**src/rtl/ramb4_s16_serial_reader_if.sv**
```systemverilog
// Signal bundle around the serial reader: command side, RAM read port and
// serial output stream. The reader itself uses the master modport.
interface ramb4_s16_serial_reader_if #(
  parameter int ADDR_W = 8,
  parameter int DATA_W = 16,
  parameter int CNT_W  = 9
);
  // Command side
  logic              START;
  logic [ADDR_W-1:0] START_ADDR;
  logic [CNT_W-1:0]  WORD_COUNT;
  logic              BUSY;
  logic              DONE;
  // RAM read port
  logic [ADDR_W-1:0] ADDRB;
  logic              ENB;
  logic              WEB;
  logic              RAM_RST;
  logic [DATA_W-1:0] DOB;
  // Serial stream
  logic              SDO;
  logic              SVALID;
  logic              SREADY;
  logic              SLAST;

  modport master (
    input  START, START_ADDR, WORD_COUNT, DOB, SREADY,
    output BUSY, DONE, ADDRB, ENB, WEB, RAM_RST, SDO, SVALID, SLAST
  );

  modport slave (
    output START, START_ADDR, WORD_COUNT, DOB, SREADY,
    input  BUSY, DONE, ADDRB, ENB, WEB, RAM_RST, SDO, SVALID, SLAST
  );
endinterface

```
**src/rtl/ramb4_s16_serial_reader.sv**
```systemverilog
// Reads a run of consecutive 16-bit words from a block RAM read port and
// streams them LSB first as a 1-bit valid/ready stream. A one-word prefetch
// buffer keeps the stream free of bubbles while the consumer is always ready.
module ramb4_s16_serial_reader #(
  parameter int ADDR_W = 8,
  parameter int DATA_W = 16,
  parameter int CNT_W  = 9
) (
  input logic                        CLKA,
  input logic                        RSTB,
  ramb4_s16_serial_reader_if.master  bus
);

  localparam int              BIT_W      = $clog2(DATA_W);
  localparam logic [BIT_W-1:0] LAST_BIT   = BIT_W'(DATA_W - 1);
  localparam logic [BIT_W-1:0] PENULT_BIT = BIT_W'(DATA_W - 2);

  typedef enum logic [1:0] {S_IDLE, S_PRIME, S_STREAM} state_t;

  state_t            r_state;
  logic              r_busy;
  logic              r_done;
  logic              r_enb;
  logic [ADDR_W-1:0] r_addrb;
  logic              r_dvld;      // DOB carries the word read on the previous cycle
  logic [CNT_W-1:0]  r_count;     // captured run length
  logic [CNT_W-1:0]  r_issued;    // words requested from the RAM
  logic [CNT_W-1:0]  r_loaded;    // words moved into the shift register
  logic [DATA_W-1:0] r_sh;
  logic [BIT_W-1:0]  r_bit;
  logic [DATA_W-1:0] r_buf;
  logic              r_buf_full;
  logic              r_svalid;
  logic              r_slast;

  logic              w_hs;
  logic              w_fetch;
  logic              w_next_avail;
  logic [DATA_W-1:0] w_next_word;

  assign w_hs         = r_svalid & bus.SREADY;
  // One read in flight at most, and only into an empty buffer.
  assign w_fetch      = (r_state == S_STREAM) && !r_buf_full && !r_enb && !r_dvld
                        && (r_issued < r_count);
  // The next word comes from the buffer, or straight off DOB if it lands now.
  assign w_next_avail = r_buf_full | r_dvld;
  assign w_next_word  = r_buf_full ? r_buf : bus.DOB;

  assign bus.BUSY    = r_busy;
  assign bus.DONE    = r_done;
  assign bus.ADDRB   = r_addrb;
  assign bus.ENB     = r_enb;
  assign bus.WEB     = 1'b0;
  assign bus.RAM_RST = 1'b0;
  assign bus.SDO     = r_sh[0];
  assign bus.SVALID  = r_svalid;
  assign bus.SLAST   = r_slast;

  // Control FSM, RAM read sequencing, prefetch buffer and serializer.
  // NOTE: every register here uses <= so all of them update from the same
  // pre-edge values; a blocking = would let later lines see the new value.
  always_ff @(posedge CLKA) begin
    if (RSTB) begin
      r_state    <= S_IDLE;
      r_busy     <= 1'b0;
      r_done     <= 1'b0;
      r_enb      <= 1'b0;
      r_addrb    <= '0;
      r_dvld     <= 1'b0;
      r_count    <= '0;
      r_issued   <= '0;
      r_loaded   <= '0;
      r_sh       <= '0;
      r_bit      <= '0;
      r_buf      <= '0;
      r_buf_full <= 1'b0;
      r_svalid   <= 1'b0;
      r_slast    <= 1'b0;
    end else begin
      r_done <= 1'b0;
      r_enb  <= 1'b0;
      r_dvld <= r_enb;

      unique case (r_state)
        S_IDLE: begin
          if (bus.START) begin
            r_count <= bus.WORD_COUNT;
            if (bus.WORD_COUNT == '0) begin
              r_done <= 1'b1;
            end else begin
              r_state    <= S_PRIME;
              r_busy     <= 1'b1;
              r_enb      <= 1'b1;
              r_addrb    <= bus.START_ADDR;
              r_issued   <= CNT_W'(1);
              r_loaded   <= '0;
              r_buf_full <= 1'b0;
            end
          end
        end

        S_PRIME: begin
          if (r_dvld) begin
            r_sh     <= bus.DOB;
            r_bit    <= '0;
            r_svalid <= 1'b1;
            r_slast  <= 1'b0;
            r_loaded <= CNT_W'(1);
            r_state  <= S_STREAM;
          end
        end

        S_STREAM: begin
          if (w_fetch) begin
            r_enb    <= 1'b1;
            r_addrb  <= r_addrb + 1'b1;
            r_issued <= r_issued + 1'b1;
          end

          if (w_hs && (r_bit != LAST_BIT)) begin
            // Mid-word: shift out the next bit, park any returning read.
            r_sh  <= r_sh >> 1;
            r_bit <= r_bit + 1'b1;
            if ((r_bit == PENULT_BIT) && (r_loaded == r_count)) r_slast <= 1'b1;
            if (r_dvld) begin
              r_buf      <= bus.DOB;
              r_buf_full <= 1'b1;
            end
          end else if (w_hs && r_slast) begin
            // Final bit of the run accepted.
            r_state  <= S_IDLE;
            r_svalid <= 1'b0;
            r_slast  <= 1'b0;
            r_busy   <= 1'b0;
            r_done   <= 1'b1;
          end else if (w_hs || !r_svalid) begin
            // Word boundary, or waiting out a bubble for the next word.
            if (w_next_avail) begin
              r_sh       <= w_next_word;
              r_buf_full <= 1'b0;
              r_bit      <= '0;
              r_svalid   <= 1'b1;
              r_loaded   <= r_loaded + 1'b1;
            end else begin
              r_svalid <= 1'b0;
            end
          end else if (r_dvld) begin
            r_buf      <= bus.DOB;
            r_buf_full <= 1'b1;
          end
        end

        default: r_state <= S_IDLE;
      endcase
    end
  end

endmodule

```
**src/flat_wrapper.sv**
```systemverilog
// flat-port wrapper written by rule: the top's interface ports become plain ports
module ramb4_s16_serial_reader_flat 
#(
  parameter int ADDR_W = 8,
  parameter int DATA_W = 16,
  parameter int CNT_W  = 9
)
  (CLKA, RSTB, bus_START, bus_START_ADDR, bus_WORD_COUNT, bus_DOB, bus_SREADY, bus_BUSY, bus_DONE, bus_ADDRB, bus_ENB, bus_WEB, bus_RAM_RST, bus_SDO, bus_SVALID, bus_SLAST);
  ramb4_s16_serial_reader_if #(.ADDR_W(ADDR_W), .DATA_W(DATA_W), .CNT_W(CNT_W)) bus_i ();
  input logic CLKA;
  input logic RSTB;
  input wire logic [$bits(bus_i.START)-1:0] bus_START;
  input wire logic [$bits(bus_i.START_ADDR)-1:0] bus_START_ADDR;
  input wire logic [$bits(bus_i.WORD_COUNT)-1:0] bus_WORD_COUNT;
  input wire logic [$bits(bus_i.DOB)-1:0] bus_DOB;
  input wire logic [$bits(bus_i.SREADY)-1:0] bus_SREADY;
  output wire logic [$bits(bus_i.BUSY)-1:0] bus_BUSY;
  output wire logic [$bits(bus_i.DONE)-1:0] bus_DONE;
  output wire logic [$bits(bus_i.ADDRB)-1:0] bus_ADDRB;
  output wire logic [$bits(bus_i.ENB)-1:0] bus_ENB;
  output wire logic [$bits(bus_i.WEB)-1:0] bus_WEB;
  output wire logic [$bits(bus_i.RAM_RST)-1:0] bus_RAM_RST;
  output wire logic [$bits(bus_i.SDO)-1:0] bus_SDO;
  output wire logic [$bits(bus_i.SVALID)-1:0] bus_SVALID;
  output wire logic [$bits(bus_i.SLAST)-1:0] bus_SLAST;
  assign bus_i.START = bus_START;
  assign bus_i.START_ADDR = bus_START_ADDR;
  assign bus_i.WORD_COUNT = bus_WORD_COUNT;
  assign bus_i.DOB = bus_DOB;
  assign bus_i.SREADY = bus_SREADY;
  assign bus_BUSY = bus_i.BUSY;
  assign bus_DONE = bus_i.DONE;
  assign bus_ADDRB = bus_i.ADDRB;
  assign bus_ENB = bus_i.ENB;
  assign bus_WEB = bus_i.WEB;
  assign bus_RAM_RST = bus_i.RAM_RST;
  assign bus_SDO = bus_i.SDO;
  assign bus_SVALID = bus_i.SVALID;
  assign bus_SLAST = bus_i.SLAST;
  ramb4_s16_serial_reader #(.ADDR_W(ADDR_W), .DATA_W(DATA_W), .CNT_W(CNT_W)) u_core (.CLKA(CLKA), .RSTB(RSTB), .bus(bus_i));
endmodule
```
**config.mk**
```make
export PLATFORM = sky130hd
export DESIGN_NAME = ramb4_s16_serial_reader_flat
export DESIGN_NICKNAME = d
export VERILOG_FILES = /design/src/rtl/ramb4_s16_serial_reader_if.sv /design/src/rtl/ramb4_s16_serial_reader.sv /design/src/flat_wrapper.sv
export SDC_FILE = /design/constraint.sdc
export NUM_CORES = 1
export LEC_CHECK = 0
export ABC_AREA = 1
export CAP_MARGIN = 20
export CORE_UTILIZATION = 35
export CTS_CLUSTER_DIAMETER = 50
export CTS_CLUSTER_SIZE = 25
export DETAILED_ROUTE_END_ITERATION = 10
export PLACE_DENSITY = 0.65
export SYNTH_ARGS = -nofsm -noshare
export SYNTH_HDL_FRONTEND = slang
export SYNTH_SLANG_ARGS = --single-unit
```
**constraint.sdc**
```tcl
create_clock -name CLKA -period 1.6 [get_ports CLKA]
set_clock_uncertainty 0.05 [all_clocks]
set_input_delay 0.32 -clock CLKA [delete_from_list [all_inputs] [get_ports CLKA]]
set_output_delay 0.32 -clock CLKA [all_outputs]
set_load 0.03 [all_outputs]
```
==> results by group <==
Run status
  • Outcome: complete, but fails checks
  • Violated checks: negative setup slack

Yosys
  • Syn Inst Count: 707
  • Mapped Area: 4680 µm²
  • Post-synthesis sequential area ratio: 0.342
  • Post-synth EDFFs: 0
  • Async SR Flop Fraction: 0
  • Syn Area/Cell: 6.62 µm²
  • Yosys reg bits: 80
  • Ys Warns: 0
  • Synth unique cells: 38
  • Post-synth top flop: dfxtp_1

Critical path
  • CP Class: reg2reg
  • CP startpoint kind: flop
  • Reg2Reg Setup Slack: -140 ps
  • Required time of the worst setup path: 1830 ps
  • CP max FO: 8
  • CP arrival: 1970 ps
  • CP endpoint kind: flop

Layout
  • Area grow syn2layout: 53.2%
  • Post-layout nets: 894
  • Final core occ: 0.559
  • Most common cell after layout, fill and taps aside: nand2_1
  • # diodes: 0
  • Share of layout cells above drive strength 1: 0.309
  • Most frequent cells in the layout: 131 x nand2_1, 81 x buf_4, 77 x nor2_1, 68 x inv_1, 66 x dfxtp_1

Timing
  • Slack of the critical path: -140 ps
  • Final min period: 1740 ps
  • Unrepaired setup endpoints after global routing: yes
  • # setup viols final: 48
  • Worst hold margin: 278 ps
  • Post-route setup TNS: -4000 ps
  • Count of final hold-check violations: 0
  • Final Max Tran Viols: 0
  • F_max: 575 MHz
  • Final worst path period share: 1.09

Place
  • Dpl ws: -435 ps
  • Gpl congestion: 0.858
  • # port buffers: 50
  • Placed wire-length estimate: 8.58 mm

Power
  • Leakage power: 3.02 nW
  • PwrDens: 1750 nW/µm²
  • VDD IR max: 0.862 mV

CTS
  • TritonCTS Buffers: 9
  • Clock slew at reported path FFs: 60 ps
  • Skew-Pair Late Insertion Delay: 340 ps
  • Root Driver: clkbuf_16
  • Clock sinks: 80
  • CTS H-tree depth: 3
  • CTS tree: yes
  • Clk buf depth: 2

Drt
  • DR DRC count: 0
  • Routed vias/inst: 4.93
  • Routed len/inst: 13.7 µm
  • Remaining antenna violation count after routing: 0
  • First-pass DRT Iterations: 5
  • Vias after detailed routing: 5023
  • Post-Route WL: 13.9 mm
  • Initial DRC Count: 265

Global route
  • Vias in the first global route: 4647
  • GR Util All Layers: 0.194
  • Wire length of the first global-routing pass: 21.9 mm
  • Initial antenna violation count: 0
  • Total gr overflow: 0
  • Largest net degree at the start of global routing: 38

Floorplan
  • Die Width: 118 µm
  • Core ar.: 12800 µm²
  • Die area: 13800 µm²
  • Die Y: 118 µm
  • IO Pins: 53
  • Num rows: 41
  • Initial core utilization: 0.365

Worst hold path
  • Hold Crit Class: in2reg

Flow run
  • Number of max-cap violations: 0
-- routing by layer --
metal,track usage,wire (µm),vias up
li1,-,-,2592
met1,0.244,6190,2292
met2,0.328,6800,119
met3,0.0397,661,20
met4,0.0633,261,0
met5,0,0,-
-- cell type report --
cell class | count | area, µm²
Clock buffer | 10 | 229
Clock inverter | 6 | 68.8
Fill cell | 1144 | 5650
Inverter | 85 | 334
Multi-Input combinational cell | 511 | 3190
Sequential cell | 80 | 1620
Tap cell | 172 | 215
Timing Repair Buffer | 154 | 1510
-- path summary, 6_finish.rpt --
check | from | endpoint | depth (start not counted)
max | u_core.r_state[0] | u_core.bus.ADDRB[0] | 11
min | bus_WORD_COUNT[3] | u_core.r_count[3] | 3
max reg2reg | u_core.r_state[0] | u_core.bus.ADDRB[0] | 11
min reg2reg | u_core.r_buf[15] | u_core.r_buf[15] | 2
-- cell usage after synthesis, types with 3 or more instances --
cell type / n / area [µm²]
nand3_2: 6 / 60.1
nand3_1: 45 / 225
nand4_1: 6 / 37.5
buf_6: 5 / 56.3
nand2_1: 154 / 578
xnor2_1: 3 / 26.3
buf_2: 7 / 35.0
ha_1: 16 / 200
nor2_2: 3 / 18.8
o31ai_1: 3 / 22.5
a21oi_1: 63 / 315
o21ai_0: 64 / 320
inv_1: 81 / 304
nor2_1: 89 / 334
clkbuf_1: 15 / 56.3
dfxtp_1: 80 / 1600
inv_2: 3 / 11.3
nand2_2: 3 / 18.8
buf_4: 7 / 52.6
o211ai_1: 28 / 210
-- critical path, cell delays in order, from the launching register on --
cell	delay, ps
dfxtp_2	330
inv_4	70
ha_4	200
inv_6	50
nor2_4	110
nand2_2	70
nor2_4	130
nand3_4	100
nand2_8	170
buf_12	160
nand3_4	60
a21oi_2	150
-- flip-flops by register name (all words and copies together) (netlist names), 2 cells and up --
name,flops
u_core.r_state,2
u_core.r_issued,9
u_core.r_loaded,9
u_core.bus.ADDRB,8
u_core.r_sh,16
u_core.r_count,9
u_core.r_buf,16
u_core.r_bit,4
-- kinds of logic (layout without fill, tap and decap cells) --
group,after synthesis,after routing,synth area share
buf+inv,121,255,0.113
mux,1,1,0.00214
simple gates,317,321,0.292
other cells,1,2,0.000801
fa+ha+maj,16,16,0.0428
compound gates,166,166,0.197
xor+xnor,5,5,0.00936
flops,80,80,0.342
-- where the power goes --
part	switching [mW]	total, mW	internal [mW]
clock	0.878	2.10	1.22
combinational	4.23	7.65	3.42
sequential	0.318	2.80	2.48
total	5.42	12.5	7.12
-- timing repair --
action / CTS / global route
gates resized for setup: 110 / 78
hold buffers: 0 / 0
endpoints found under the setup margin: 61 / 57
setup buffers: 14 / 6
cloned: 4 / 2
pin swaps: 29 / 34
-- through the flow --
step           power (mW)  std cells  instance area [µm²]
2_1_floorplan        6.17        708                 4740
3_3_place_gp         8.08        977                 5980
3_5_place_dp         8.10        977                 5980
4_1_cts              11.6       1011                 6790
5_1_grt              13.3       1018                 7170
6_report             12.5       1018                 7170
No activity file was read; power rests on OpenSTA's default activity.
==> variant 1, RTL diff (same settings) <==
`CNT_W` is set to 9 in 3 places; all go to 11.
--- a/src/rtl/ramb4_s16_serial_reader_if.sv
+++ b/src/rtl/ramb4_s16_serial_reader_if.sv
@@ -4,5 +4,5 @@
   parameter int ADDR_W = 8,
   parameter int DATA_W = 16,
-  parameter int CNT_W  = 9
+  parameter int CNT_W  = 11
 );
   // Command side
--- a/src/rtl/ramb4_s16_serial_reader.sv
+++ b/src/rtl/ramb4_s16_serial_reader.sv
@@ -5,5 +5,5 @@
   parameter int ADDR_W = 8,
   parameter int DATA_W = 16,
-  parameter int CNT_W  = 9
+  parameter int CNT_W  = 11
 ) (
   input logic                        CLKA,
--- a/src/flat_wrapper.sv
+++ b/src/flat_wrapper.sv
@@ -4,5 +4,5 @@
   parameter int ADDR_W = 8,
   parameter int DATA_W = 16,
-  parameter int CNT_W  = 9
+  parameter int CNT_W  = 11
 )
   (CLKA, RSTB, bus_START, bus_START_ADDR, bus_WORD_COUNT, bus_DOB, bus_SREADY, bus_BUSY, bus_DONE, bus_ADDRB, bus_ENB, bus_WEB, bus_RAM_RST, bus_SDO, bus_SVALID, bus_SLAST);
Interface: changed (resized bus_WORD_COUNT); port bits go from 53 to 55. No check against the original RTL was run, so the function may have changed too.
==> variant 1 against the unedited design <==
The run still ends with setup timing left. Synthesized cell count is 6.1% higher. Area after synthesis is 8.8% higher. Sequential cell count is 6 higher. Maximum frequency is 6.0% lower. Sequential power is 9.6% higher. Setup slack worse by 0.11 ns. Critical path depth is 2 higher. First-iteration DRC count is 21% higher. Routed wire length is 23% higher. Final cell count is 8.6% higher. Count of clock-buffer cells in the layout is 1 higher. Design area is 13% higher. Power is 24% higher.
==> variant 1: results (changes against the unedited design) <==
| Metric | Value |
|---|---|
| First-pass detailed-route iteration total | 7 (was 5) |
| Worst-path fanout max | 5 (was 8) |
| M1 WL | 7260 um (was 6190 um) |
| Placed inst area | 6480 sq um (was 5980 sq um) |
| Arrival @ worst endpoint | 2.09 ns (was 1.97 ns) |
| Input/output buffers | 52 (was 50) |
| Via density | 5.19 (was 4.93) |
| Peak VDD IR | 1.24 mV (was 0.862 mV) |
| Setup TNS | -5.49 ns (was -4.00 ns) |
| Largest net degree at the start of global routing | 33 (was 38) |
| Final setup fails | 45 (was 48) |
| Final worst-path setup slack | -0.252 ns (was -0.140 ns) |
| Share of cells above drive strength 1 | 39.1% (was 30.9%) |
| Mux cell area share after synthesis | 0% (was 0.214%) |
| Met3 Track Usage GR | 5.11% (was 3.97%) |
| Adder-cell share of the synthesized area | 4.42% (was 4.28%) |
| Outcome | complete, but fails checks (unchanged) |
| Post-detail-place hpwl | 9930 um (was 8580 um) |
| Library cells used by synthesis | 43 (was 38) |
| Routed WL per cell | 15.4 um (was 13.7 um) |
| Worst-Skew Late Latency | 0.36 ns (was 0.34 ns) |
| Top post-synthesis cells by area | dfxtp_1 34%, nand2_1 12%, nand3_1 8.2%, a21oi_1 6.2%, nor2_1 5.8% (was dfxtp_1 34%, nand2_1 12%, nor2_1 7.1%, o21ai_0 6.8%, a21oi_1 6.7%) |
| Sequential-to-total area share from yosys stat | 33.8% (was 34.2%) |
| Leak | 3.35 nW (was 3.02 nW) |
| Gr usage total | 22.5% (was 19.4%) |
| Routed wl met2 | 8560 um (was 6800 um) |
| Met1 usage | 27.8% (was 24.4%) |
| GR Util met2 | 38.3% (was 32.8%) |
| Routability-driven placement congestion ratio | 0.899 (was 0.858) |
| Nets | 979 (was 894) |
| Drt first-iter violations | 321 (was 265) |
| Violated checks | setup timing (unchanged) |
| Placed cell count | 1044 (was 977) |
| Synth cell count leaders | 162 x nand2_1, 86 x dfxtp_1, 83 x nand3_1 (was 154 x nand2_1, 89 x nor2_1, 81 x inv_1) |
| Syn avg cell area | 6.79 sq um (was 6.62 sq um) |
| XOR/XNOR Fraction of Synth Area | 2.24% (was 0.936%) |
variant 1: changes by cell type after synthesis, moves of 4 or more:
| cell | before | now |
|---|---|---|
| a21oi_2 | 0 | 9 |
| o211ai_2 | 0 | 9 |
| nand3_1 | 45 | 83 |
| o21ai_0 | 64 | 59 |
| nor2_1 | 89 | 79 |
| o211ai_1 | 28 | 6 |
| dfxtp_1 | 80 | 86 |
| buf_2 | 7 | 11 |
| xnor2_1 | 3 | 10 |
| nand2_1 | 154 | 162 |
| inv_1 | 81 | 73 |
variant 1: power by group:
| group | leakage [nW] | internal [mW] | switching [mW] |
|---|---|---|---|
| sequential | 0.709 | 2.68 | 0.394 |
| clock | 0.166 | 1.56 | 0.891 |
| combinational | 2.48 | 4.69 | 5.37 |
| total | 3.35 | 8.92 | 6.66 |
variant 1: cell type report:
class / instances / area, sq um
Clock buffer: 11 / 243
Clock inverter: 4 / 95.1
Fill cell: 1213 / 5970
Inverter: 77 / 325
Multi-Input combinational cell: 552 / 3580
Sequential cell: 86 / 1740
Tap cell: 180 / 225
Timing Repair Buffer: 192 / 1820
Timing Repair inverter: 4 / 41.3
variant 1: path summary, 6_finish.rpt:
kind                            cells after the start  slack (ns)                   to               from
worst max-delay path                               13       -0.25  u_core.bus.ADDRB[5]  u_core.r_count[8]
worst min-delay path                                3        0.27    u_core.r_count[2]  bus_WORD_COUNT[2]
worst max register to register                     13       -0.25  u_core.bus.ADDRB[5]  u_core.r_count[8]
worst min register to register                      2        0.41      u_core.bus.BUSY    u_core.bus.BUSY
variant 1: repair_timing:
action | 4_1_cts | 5_1_grt
gates cloned | 8 | 2
gates resized for setup | 140 | 112
endpoints found under the hold margin | 0 | 0
buffers inserted | 24 | 19
pin swaps | 39 | 45
endpoints found under the setup margin | 83 | 74
hold buffers | 0 | 0
==> variant 2, RTL diff (config.mk and constraints unchanged) <==
Made on the original files. Make the reset (`RSTB`) asynchronous in one clocked block.
--- a/src/rtl/ramb4_s16_serial_reader.sv
+++ b/src/rtl/ramb4_s16_serial_reader.sv
@@ -60,5 +60,5 @@
   // NOTE: every register here uses <= so all of them update from the same
   // pre-edge values; a blocking = would let later lines see the new value.
-  always_ff @(posedge CLKA) begin
+  always_ff @(posedge CLKA or posedge RSTB) begin
     if (RSTB) begin
       r_state    <= S_IDLE;
Function: differs if RSTB is asserted again (counterexample within 4 cycles, from zero or initial values and one cycle with RSTB high); with RSTB held inactive, the same outputs for 4 cycles.
==> variant 2 against the unedited design <==
Design area is 5.1% higher. Count of clock-buffer cells in the layout stayed put. Routed wire length is 0.46% higher. Largest cell class unchanged. Area after synthesis is 3.3% higher. Setup slack worse by 0.0094 ns. Power is 9.5% lower. Final cell count is 2.0% lower. Global-route usage is 0.28 points higher. Highest routed layer unchanged. Sequential cell count stayed put. The flow still finishes with violations (setup timing).
==> variant 2: results (changes against the unedited design) <==
| Metric | Value |
|---|---|
| Outcome | complete, but fails checks (unchanged) |
| Violated checks | setup timing (unchanged) |
| Vias | 4893 (was 5023) |
| First-pass detailed-route iteration total | 4 (was 5) |
| Ys async rst share | 100% (was 0%) |
| Nets | 871 (was 894) |
| Sequential-to-total area share from yosys stat | 41.4% (was 34.2%) |
| XOR/XNOR Fraction of Synth Area | 0.724% (was 0.936%) |
| Fill cell count | 1161 (was 1144) |
| Delay of the slowest cell on the worst path | 0.40 ns (was 0.33 ns) |
| Final worst-path setup slack | -0.150 ns (was -0.140 ns) |
| Top_reg_cell synth | dfrtp_1 (was dfxtp_1) |
| CP max-delay cell | dfrtp_1 (was dfxtp_2) |
| Leak | 3.72 nW (was 3.02 nW) |
| Routability-driven placement congestion ratio | 0.826 (was 0.858) |
| R2r endpoint | u_core.bus.ADDRB[7] (was u_core.bus.ADDRB[0]) |
| Share of cells above drive strength 1 | 34.7% (was 30.9%) |
| Top flop regs | u_core.r_buf x16, u_core.r_sh x16 (unchanged) |
| Worst-path fanout max | 7 (was 8) |
| First-pass GRT wire length | 22400 um (was 21900 um) |
| Initial antenna violation count | 0 (unchanged) |
| Mux cell area share after synthesis | 0.440% (was 0.214%) |
| Routed WL per cell | 14.0 um (was 13.7 um) |
| Worst-Skew Late Latency | 0.34 ns (about the same) |
| Synth cell count leaders | 197 x nand2_1, 80 x dfrtp_1, 77 x nand3_1 (was 154 x nand2_1, 89 x nor2_1, 81 x inv_1) |
| Peak VDD IR | 0.695 mV (was 0.862 mV) |
| R2R depth | 11 (unchanged) |
| Switching Share | 41.6% (was 43.2%) |
| Post-detail-place hpwl | 8420 um (was 8580 um) |
| Adder-cell share of the synthesized area | 4.40% (was 4.28%) |
| Largest net degree at the start of global routing | 69 (was 38) |
| Vias in the first global route | 4757 (was 4647) |
| Synth Area in Compound Gates | 9.91% (was 19.7%) |
| Input/output buffers | 50 (unchanged) |
| Final setup fails | 61 (was 48) |
| H-tree Lvls | 3 (unchanged) |
| R2r startpoint | u_core.r_issued[6] (was u_core.r_state[0]) |
| Library cells used by synthesis | 41 (was 38) |
| Drt first-iter violations | 369 (was 265) |
| Setup TNS | -4.97 ns (was -4.00 ns) |
| Gr usage total | 19.7% (was 19.4%) |
| Top post-synthesis cells by area | dfrtp_1 41%, nand2_1 15%, nand3_1 8.0%, inv_1 5.5%, nor2_1 5.0% (was dfxtp_1 34%, nand2_1 12%, nor2_1 7.1%, o21ai_0 6.8%, a21oi_1 6.7%) |
| Hold/Removal Path Class | in -> async (was in -> reg) |
[variant 2: per-stage QoR]
stage | instance area [sq um] | cells | util [%] | hold WS, ns | setup slack (ns)
finish | 7540 | 998 | 56.5 | 0.332 | -0.150
global route | 7540 | 998 | 56.5 | 0.351 | -0.230
CTS | 7000 | 990 | 52.5 | 0.333 | -0.126
detailed placement | 6090 | 951 | 45.6 | 0.394 | -0.268
global placement | 6090 | 951 | 45.6 | 0.405 | -0.262
floorplan | 4870 | 666 | - | 0.391 | -0.0815
[variant 2: worst max path at each step]
stage / end / cells past startpoint / slack [ns] / startpoint
2_1_floorplan: u_core.bus.ADDRB[4] / 12 / -0.08 / u_core.r_issued[8]
3_3_place_gp: u_core.r_loaded[6] / 9 / -0.26 / bus_WORD_COUNT[0]
3_5_place_dp: u_core.r_loaded[8] / 9 / -0.27 / bus_WORD_COUNT[3]
4_1_cts: u_core.bus.ADDRB[4] / 11 / -0.13 / u_core.r_issued[6]
5_1_grt: u_core.r_issued[6] / 11 / -0.23 / u_core.r_issued[6]
6_report: u_core.bus.ADDRB[7] / 11 / -0.15 / u_core.r_issued[6]
[variant 2: layer usage]
layer	vias to the layer above	GRT usage, %	wire length (um)
li1	2467	-	-
met1	2297	25.8	6310
met2	111	32.7	6890
met3	18	4.23	576
met4	0	5.23	195
met5	-	0	0
[variant 2: power groups by stage]
| stage | registers (mW) | logic [mW] | clock network, mW |
|---|---|---|---|
| 6_report | 3.33 | 5.78 | 2.25 |
| 5_1_grt | 3.41 | 6.28 | 2.38 |
| 2_1_floorplan | 3.26 | 2.52 | 0 |
| 4_1_cts | 3.15 | 4.76 | 2.29 |
| 3_5_place_dp | 3.14 | 3.95 | 0 |
| 3_3_place_gp | 3.14 | 3.89 | 0 |
[variant 2: worst max-delay path, delay by kind of cell, from the launching register on]
family	cells	cell delay [ns]
and+or+nand+nor	9	0.75
DFF	1	0.40
adders and majority gates	1	0.31
buffers and inverters	1	0.17
[variant 2: layout make-up]
cell class	count	area (sq um)	area share, %
Tap cell	176	220	2.92
Multi-Input combinational cell	487	3100	41.1
Timing Repair inverter	2	22.5	0.299
Clock buffer	10	229	3.04
Clock inverter	6	93.8	1.24
Sequential cell	80	2000	26.6
Timing Repair Buffer	161	1560	20.7
Inverter	76	312	4.13
[variant 2: timing repair]
action                     4_1_cts  5_1_grt
setup endpoints to repair       82       68
cloned                           7        5
setup buffers                   18        4
resized for setup              114      122
pin swaps                       45       42
[variant 2: cells by family (layout without fill, tap and decap cells)]
family          Yosys count  in the layout
simple gates            373            377
other cells               1              2
mux                       2              2
fa+ha+maj                17             17
compound gates           85             85
xor+xnor                  4              4
flops                    80             80
buf+inv                 103            255
